`src/rtl/gpsreceiver2_pkg.sv`:
```
// gpsreceiver2 sampler shared types: FSM state encoding, default widths,
// and sample-code field positions used by the packer and the top level.
package gpsreceiver2_pkg;

   localparam int ADDR_W_DEF = 11;
   localparam int WRAP_W_DEF = 16;

   localparam int CODE_W   = 2;
   localparam int SIGN_POS = 1;
   localparam int MAG_POS  = 0;

   typedef enum logic [1:0] {
      ST_IDLE    = 2'd0,
      ST_ARMED   = 2'd1,
      ST_CAPTURE = 2'd2
   } state_t;

   function automatic logic [CODE_W-1:0] mk_code(input logic s,
                                                 input logic m);
      logic [CODE_W-1:0] c;
      c           = '0;
      c[SIGN_POS] = s;
      c[MAG_POS]  = m;
      return c;
   endfunction

endpackage

```
`src/rtl/gpsreceiver2_packer.sv`:
```
// Packs four 2-bit sample codes into one byte, first sample in the LSBs.
// Ports: sys_clk/sys_rst, clr (drop partial byte), en + code (one sample),
// byte_valid/pk_byte (combinational, asserted with the 4th sample).
module gpsreceiver2_packer
   import gpsreceiver2_pkg::*;
(
   input  logic              sys_clk,
   input  logic              sys_rst,
   input  logic              clr,
   input  logic              en,
   input  logic [CODE_W-1:0] code,
   output logic              byte_valid,
   output logic [7:0]        pk_byte
);

   logic [1:0] phase;
   logic [5:0] sr;

   // Right-shifting keeps the oldest sample at the bottom, so the
   // completed byte is just the newest code on top of the history.
   assign byte_valid = en && !clr && (phase == 2'd3);
   assign pk_byte    = {code, sr};

   always_ff @(posedge sys_clk or negedge sys_rst) begin
      if (!sys_rst) begin
         phase <= 2'd0;
         sr    <= 6'd0;
      end else if (clr) begin
         phase <= 2'd0;
      end else if (en) begin
         phase <= phase + 2'd1;
         sr    <= {code, sr[5:2]};
      end
   end

endmodule

```
`src/rtl/gpsreceiver2_sampler.sv`:
```
// GPS front-end sampler: packs sign/magnitude samples into bytes and writes
// them to the sample buffer port (rxb0_*), single-shot or ring, with an
// optional PPS-aligned start. Ports: sys_clk/sys_rst, fe_* sample input,
// pps/start/stop/cont/trig_pps/len control, busy/done/irq/wr_ptr/wraps status.
module gpsreceiver2_sampler
   import gpsreceiver2_pkg::*;
#(
   parameter int ADDR_W = ADDR_W_DEF,
   parameter int WRAP_W = WRAP_W_DEF
) (
   input  logic              sys_clk,
   input  logic              sys_rst,
   input  logic              fe_sign,
   input  logic              fe_mag,
   input  logic              fe_valid,
   input  logic              pps,
   input  logic              start,
   input  logic              stop,
   input  logic              cont,
   input  logic              trig_pps,
   input  logic [ADDR_W-1:0] len,
   output logic              busy,
   output logic              done,
   output logic              irq,
   output logic [ADDR_W-1:0] wr_ptr,
   output logic [WRAP_W-1:0] wraps,
   output logic [7:0]        rxb0_dat,
   output logic [ADDR_W-1:0] rxb0_adr,
   output logic              rxb0_we
);

   state_t state, state_nx;

   logic              pps_d;
   logic              pps_rise;
   logic              cont_q;
   logic [ADDR_W-1:0] len_q;
   logic              accept;
   logic              capt;
   logic              pk_en;
   logic              pk_clr;
   logic              byte_valid;
   logic [7:0]        pk_byte;
   logic              last;

   assign pps_rise = pps && !pps_d;
   assign capt     = (state == ST_CAPTURE);
   // stop has priority, so a simultaneous start is dropped
   assign accept   = (state == ST_IDLE) && start && !stop;
   // a 4th sample arriving with stop is part of the discarded byte
   assign pk_en    = capt && fe_valid && !stop;
   assign pk_clr   = !capt || stop;
   assign last     = !cont_q && (wr_ptr == len_q);
   assign busy     = (state != ST_IDLE);

   gpsreceiver2_packer u_packer (
      .sys_clk    (sys_clk),
      .sys_rst    (sys_rst),
      .clr        (pk_clr),
      .en         (pk_en),
      .code       (mk_code(fe_sign, fe_mag)),
      .byte_valid (byte_valid),
      .pk_byte    (pk_byte)
   );

   always_ff @(posedge sys_clk or negedge sys_rst) begin
      if (!sys_rst) state <= ST_IDLE;
      else          state <= state_nx;
   end

   always_comb begin
      state_nx = state;
      unique case (state)
         ST_IDLE: begin
            if (accept)
               state_nx = trig_pps ? ST_ARMED : ST_CAPTURE;
         end
         ST_ARMED: begin
            if (stop)          state_nx = ST_IDLE;
            else if (pps_rise) state_nx = ST_CAPTURE;
         end
         ST_CAPTURE: begin
            if (stop)                    state_nx = ST_IDLE;
            else if (byte_valid && last) state_nx = ST_IDLE;
         end
         default: state_nx = ST_IDLE;
      endcase
   end

   always_ff @(posedge sys_clk or negedge sys_rst) begin
      if (!sys_rst) begin
         pps_d    <= 1'b0;
         cont_q   <= 1'b0;
         len_q    <= '0;
         done     <= 1'b0;
         irq      <= 1'b0;
         wr_ptr   <= '0;
         wraps    <= '0;
         rxb0_dat <= 8'd0;
         rxb0_adr <= '0;
         rxb0_we  <= 1'b0;
      end else begin
         pps_d   <= pps;
         rxb0_we <= 1'b0;
         irq     <= 1'b0;
         if (accept) begin
            cont_q <= cont;
            len_q  <= len;
            done   <= 1'b0;
            wr_ptr <= '0;
            wraps  <= '0;
         end
         if (byte_valid) begin
            rxb0_we  <= 1'b1;
            rxb0_dat <= pk_byte;
            rxb0_adr <= wr_ptr;
            wr_ptr   <= wr_ptr + 1'b1;
            // status lands in the same cycle as the final write strobe
            if (last) begin
               done <= 1'b1;
               irq  <= 1'b1;
            end
            if (cont_q && (&wr_ptr) && !(&wraps))
               wraps <= wraps + 1'b1;
         end
      end
   end

endmodule
```
`config.mk`:
```
export PLATFORM = sky130hd
export DESIGN_NAME = gpsreceiver2_sampler
export DESIGN_NICKNAME = d
export VERILOG_FILES = /design/src/rtl/gpsreceiver2_pkg.sv /design/src/rtl/gpsreceiver2_packer.sv /design/src/rtl/gpsreceiver2_sampler.sv
export SDC_FILE = /design/constraint.sdc
export NUM_CORES = 1
export LEC_CHECK = 0
export ABC_AREA = 1
export CORE_AREA = 4 4 95 88
export CTS_CLUSTER_DIAMETER = 60
export CTS_CLUSTER_SIZE = 8
export DETAILED_ROUTE_END_ITERATION = 12
export DIE_AREA = 0 0 99 92
export PLACE_DENSITY = 0.91
export SYNTH_ARGS = -nofsm -noshare
export SYNTH_HDL_FRONTEND = slang
export SYNTH_SLANG_ARGS = --single-unit
export TNS_END_PERCENT = 50
```
`constraint.sdc`:
```
create_clock -name sys_clk -period 2.1 [get_ports sys_clk]
set_input_delay 0.21 -clock sys_clk [delete_from_list [all_inputs] [get_ports sys_clk]]
set_output_delay 0.21 -clock sys_clk [all_outputs]
set_load 0.01 [all_outputs]
```
==> key figures <==
Cells and area
  • Layout cell share with drive strength beyond 1: 0.08183
  • Layout area overhead: 26.75%
  • ANT cells: 0
  • Net count, final: 630
  • Final Cell Area: 4880 um2

Place
  • IO Port Bufs: 70
  • Routability Congestion: about 0.9
  • Hpwl dp: around 7.3 mm
  • DP Area: ~4700 um2
  • Placement Setup Slack: around 0.28 ns

Status
  • Outcome: completed

Logic synthesis
  • Post-synthesis register bit count: a little over 70
  • Post-synth top cells: nand2_1, dfrtp_1, inv_1, nor2_1, o21ai_0
  • Main area contributors after synthesis: dfrtp_1, nand2_1, o21ai_0
  • Post-synth top flop: dfrtp_1
  • Register area share after synthesis: 0.4680
  • Largest area contributor in the netlist: dfrtp_1
  • Synth Area in Adders: 0.009750
  • Ys Warns: 0
  • Synth unique cells: 30
  • Share of the synthesized area in the top cell type: 0.4680
  • Gate Count Post-Synth: roughly 530
  • Async SR Flop Fraction: 1.000
  • Post-Synthesis Net Count: roughly 550
  • Post-synthesis mux area share: 0.002925
  • EDFF count, synth: 0
  • Post-Synth XOR/XNOR Area: 0.01592
  • Main combinational cell family by area after synthesis: simple AND/OR/NAND/NOR gates
  • Mean post-synth cell area: 7.278 um2
  • Compound-cell area share of the yosys netlist: 0.07572
  • Synth Area in Simple Gates: 0.3529
  • Most frequent cell after synthesis: nand2_1
  • Mapped Area: 3850 um2

STA
  • Fin. Hold Viols: 0
  • Worst Skew: ~0.0095 ns
  • Worst-margin pin slew: 0.5090 ns
  • Total Neg Setup Slack: 0 ns
  • Hold Slack: around 0.33 ns
  • Tcrit/Tclk final: 0.8793
  • RSZ-0062 raised after global routing: no
  • Max_slew headroom: 0.6607
  • Max Freq: approximately 540 MHz
  • Final WS setup: 0.2535 ns
  • Min Clock Period, post-route: ~1.8 ns
  • Slew Limit Fails: 0
  • Endpoints failing setup: 0

Power and ir drop
  • Static leakage: around 2.3 nW
  • Sequential share of power: 0.483
  • Int Pwr: between 2 and 2.5 mW
  • Worst ir drop on vdd: a little under 0.0006 V
  • Pwr Total: around 3.5 mW
  • Clock share of power: 0.291
  • Switching share of power: 0.3419
  • Switching pwr: approximately 1.2 mW
  • Power per cell area: slightly above 700 nW/um2
  • Comb pwr share: 0.226

Detailed routing
  • # DRC: 0
  • DRT Pass-1 Iters: 6
  • Antenna-violating nets left: 0
  • WL per Instance: approximately 14 um
  • Initial DRC count: between 200 and 250
  • Via density: approximately 5.3
  • DRT Wirelength: approximately 10 mm
  • Routed via count: between 3000 and 4000

Die
  • Initial Util: 0.5206
  • Rows: 30
  • Area of the core: about 7400 um2
  • Die area: 9108 um2
  • Die Width: roughly 100 um
  • Die Y: just over 90 um
  • IO Pins: 71

CTS
  • Post-CTS setup buffers: 0
  • Clock root buffer: clkbuf_8
  • Post-CTS sizing: 0
  • Worst-skew pair later-pin latency: about 0.36 ns
  • CTS buffer count: 9
  • Post-CTS Hold Buffers: 1
  • CTS HTree Levels: 3
  • CTS tree: built
  • Max Buffers Root-to-Sink: 2
  • Clk sink count: around 70
  • Clock-pin transition on the worst setup and hold timing paths: 0.08 ns

Critical path
  • Worst Path Class, Setup: reg2reg
  • Slowest stage cell, crit path: dfrtp_1
  • RR Startpoint: wr_ptr[0]$_DFFE_PN0P_
  • Worst Setup Start Kind: flop
  • R2r setup slk: roughly 0.25 ns
  • Data required, critical path: 2.40 ns
  • Cells along the critical path: ha_1 -> nand2_2 -> nor2_4 -> nand4_1 -> nor2_2 -> nand2_1 -> nand2_1 -> nand2_1 -> nand2_1
  • CP Capture Type: flop
  • Reg2reg end: wraps[10]$_DFF_PN0_
  • CP max FO: 9
  • CP peak stage delay: roughly 0.47 ns
  • Crit path top cell by count: nand2_1
  • Reg2reg path depth: 9
  • Data arrival, critical path: around 2.1 ns

GRT
  • Initial antenna violation count: 0
  • First-pass GRT wire length: approximately 17 mm
  • GRT Util Overall: 0.2244
  • Gr ovfl total: 0
  • Vias in the first global route: around 3700
  • Largest net degree at the start of global routing: 39

Flow run
  • Max cap viols: 0

Min path
  • Hold Path Class: in2reg
  • Worst Hold End: pps_d$_DFF_PN0_
  • Hold Path Depth: 1
  • Min-Delay Startpoint: pps
## worst max-delay path: cells and delay by family, from the launching register on
family	cells	cell delay (ns)
and+or+nand+nor	8	1.10
adders and majority gates	1	0.22
DFF	1	0.47
## cell usage in the layout (no fill, tap or decap), drive strengths merged, types with 3 or more instances in the layout
master	n
o21ai	43
nand2	212
dfrtp	72
clkdlybuf4s50	69
inv	62
o22ai	3
nand4	14
buf	9
clkinv	3
ha	3
nor2	60
nor3	3
clkbuf	9
xor2	7
a21oi	5
nand3	27
## through the flow
step                      std cells    util
after CTS                       707  0.6599
after global routing            707  0.6599
after floorplan                 529       -
after detailed placement        690  0.6343
final                           707  0.6599
after global placement          690  0.6343
## cell families (layout without fill, tap and decap cells)
family                   Yosys count  in the layout
AND/OR/NAND/NOR                  319            319
buffers and inverters             73            155
flip-flops                        72             72
AO/OA/AOI/OAI                     54             54
XOR/XNOR                           7              7
adder cells (fa/ha/maj)            3              3
multiplexers                       1              1
## how the worst max path moves through the flow
| stage | start | to | slack, ns | cells after the start |
|---|---|---|---|---|
| floorplan | wr_ptr[0]$_DFFE_PN0P_ | wraps[2]$_DFF_PN0_ | 0.51 | 10 |
| global placement | stop | wraps[1]$_DFF_PN0_ | 0.32 | 10 |
| detailed placement | stop | wraps[0]$_DFF_PN0_ | 0.28 | 10 |
| CTS | wr_ptr[0]$_DFFE_PN0P_ | wraps[10]$_DFF_PN0_ | 0.28 | 9 |
| global route | wr_ptr[0]$_DFFE_PN0P_ | wraps[3]$_DFF_PN0_ | 0.08 | 10 |
| finish | wr_ptr[0]$_DFFE_PN0P_ | wraps[10]$_DFF_PN0_ | 0.25 | 9 |
## layer usage
layer / routed length, um / track usage
met3: 723 / 0.04791
met4: 202 / 0.08760
met1: 4296 / 0.2962
met2: 4657 / 0.3613
met5: 0 / 0
## final cells by class
| class | instances | area (um2) |
|---|---|---|
| clock buffers | 9 | 123.9 |
| flip-flops and latches | 72 | 1802 |
| fillers | 637 | 2515 |
| repair buffers | 79 | 790.8 |
| well taps | 96 | 120.1 |
| clock inverters | 7 | 55.05 |
| inverters | 60 | 225.2 |
| multi-input cells | 384 | 1763 |
## state kept, by name, summed over array words and instances, names as in the netlist
name and cells:
u_packer.phase 2, cont_q 1, len_q 11, rxb0_we 1, u_packer.sr 6, wraps 16, rxb0_dat 8, state 2
pps_d 1, wr_ptr 11, done 1, irq 1, rxb0_adr 11
## power by group through the flow
stage	Combinational [mW]	Sequential, mW	Clock, mW
floorplan	0.521	1.68	0
global placement	0.752	1.70	0
detailed placement	0.781	1.71	0
CTS	0.789	1.69	1.03
global route	0.904	1.71	1.08
finish	0.792	1.69	1.02
No activity file was read; power rests on OpenSTA's default activity.
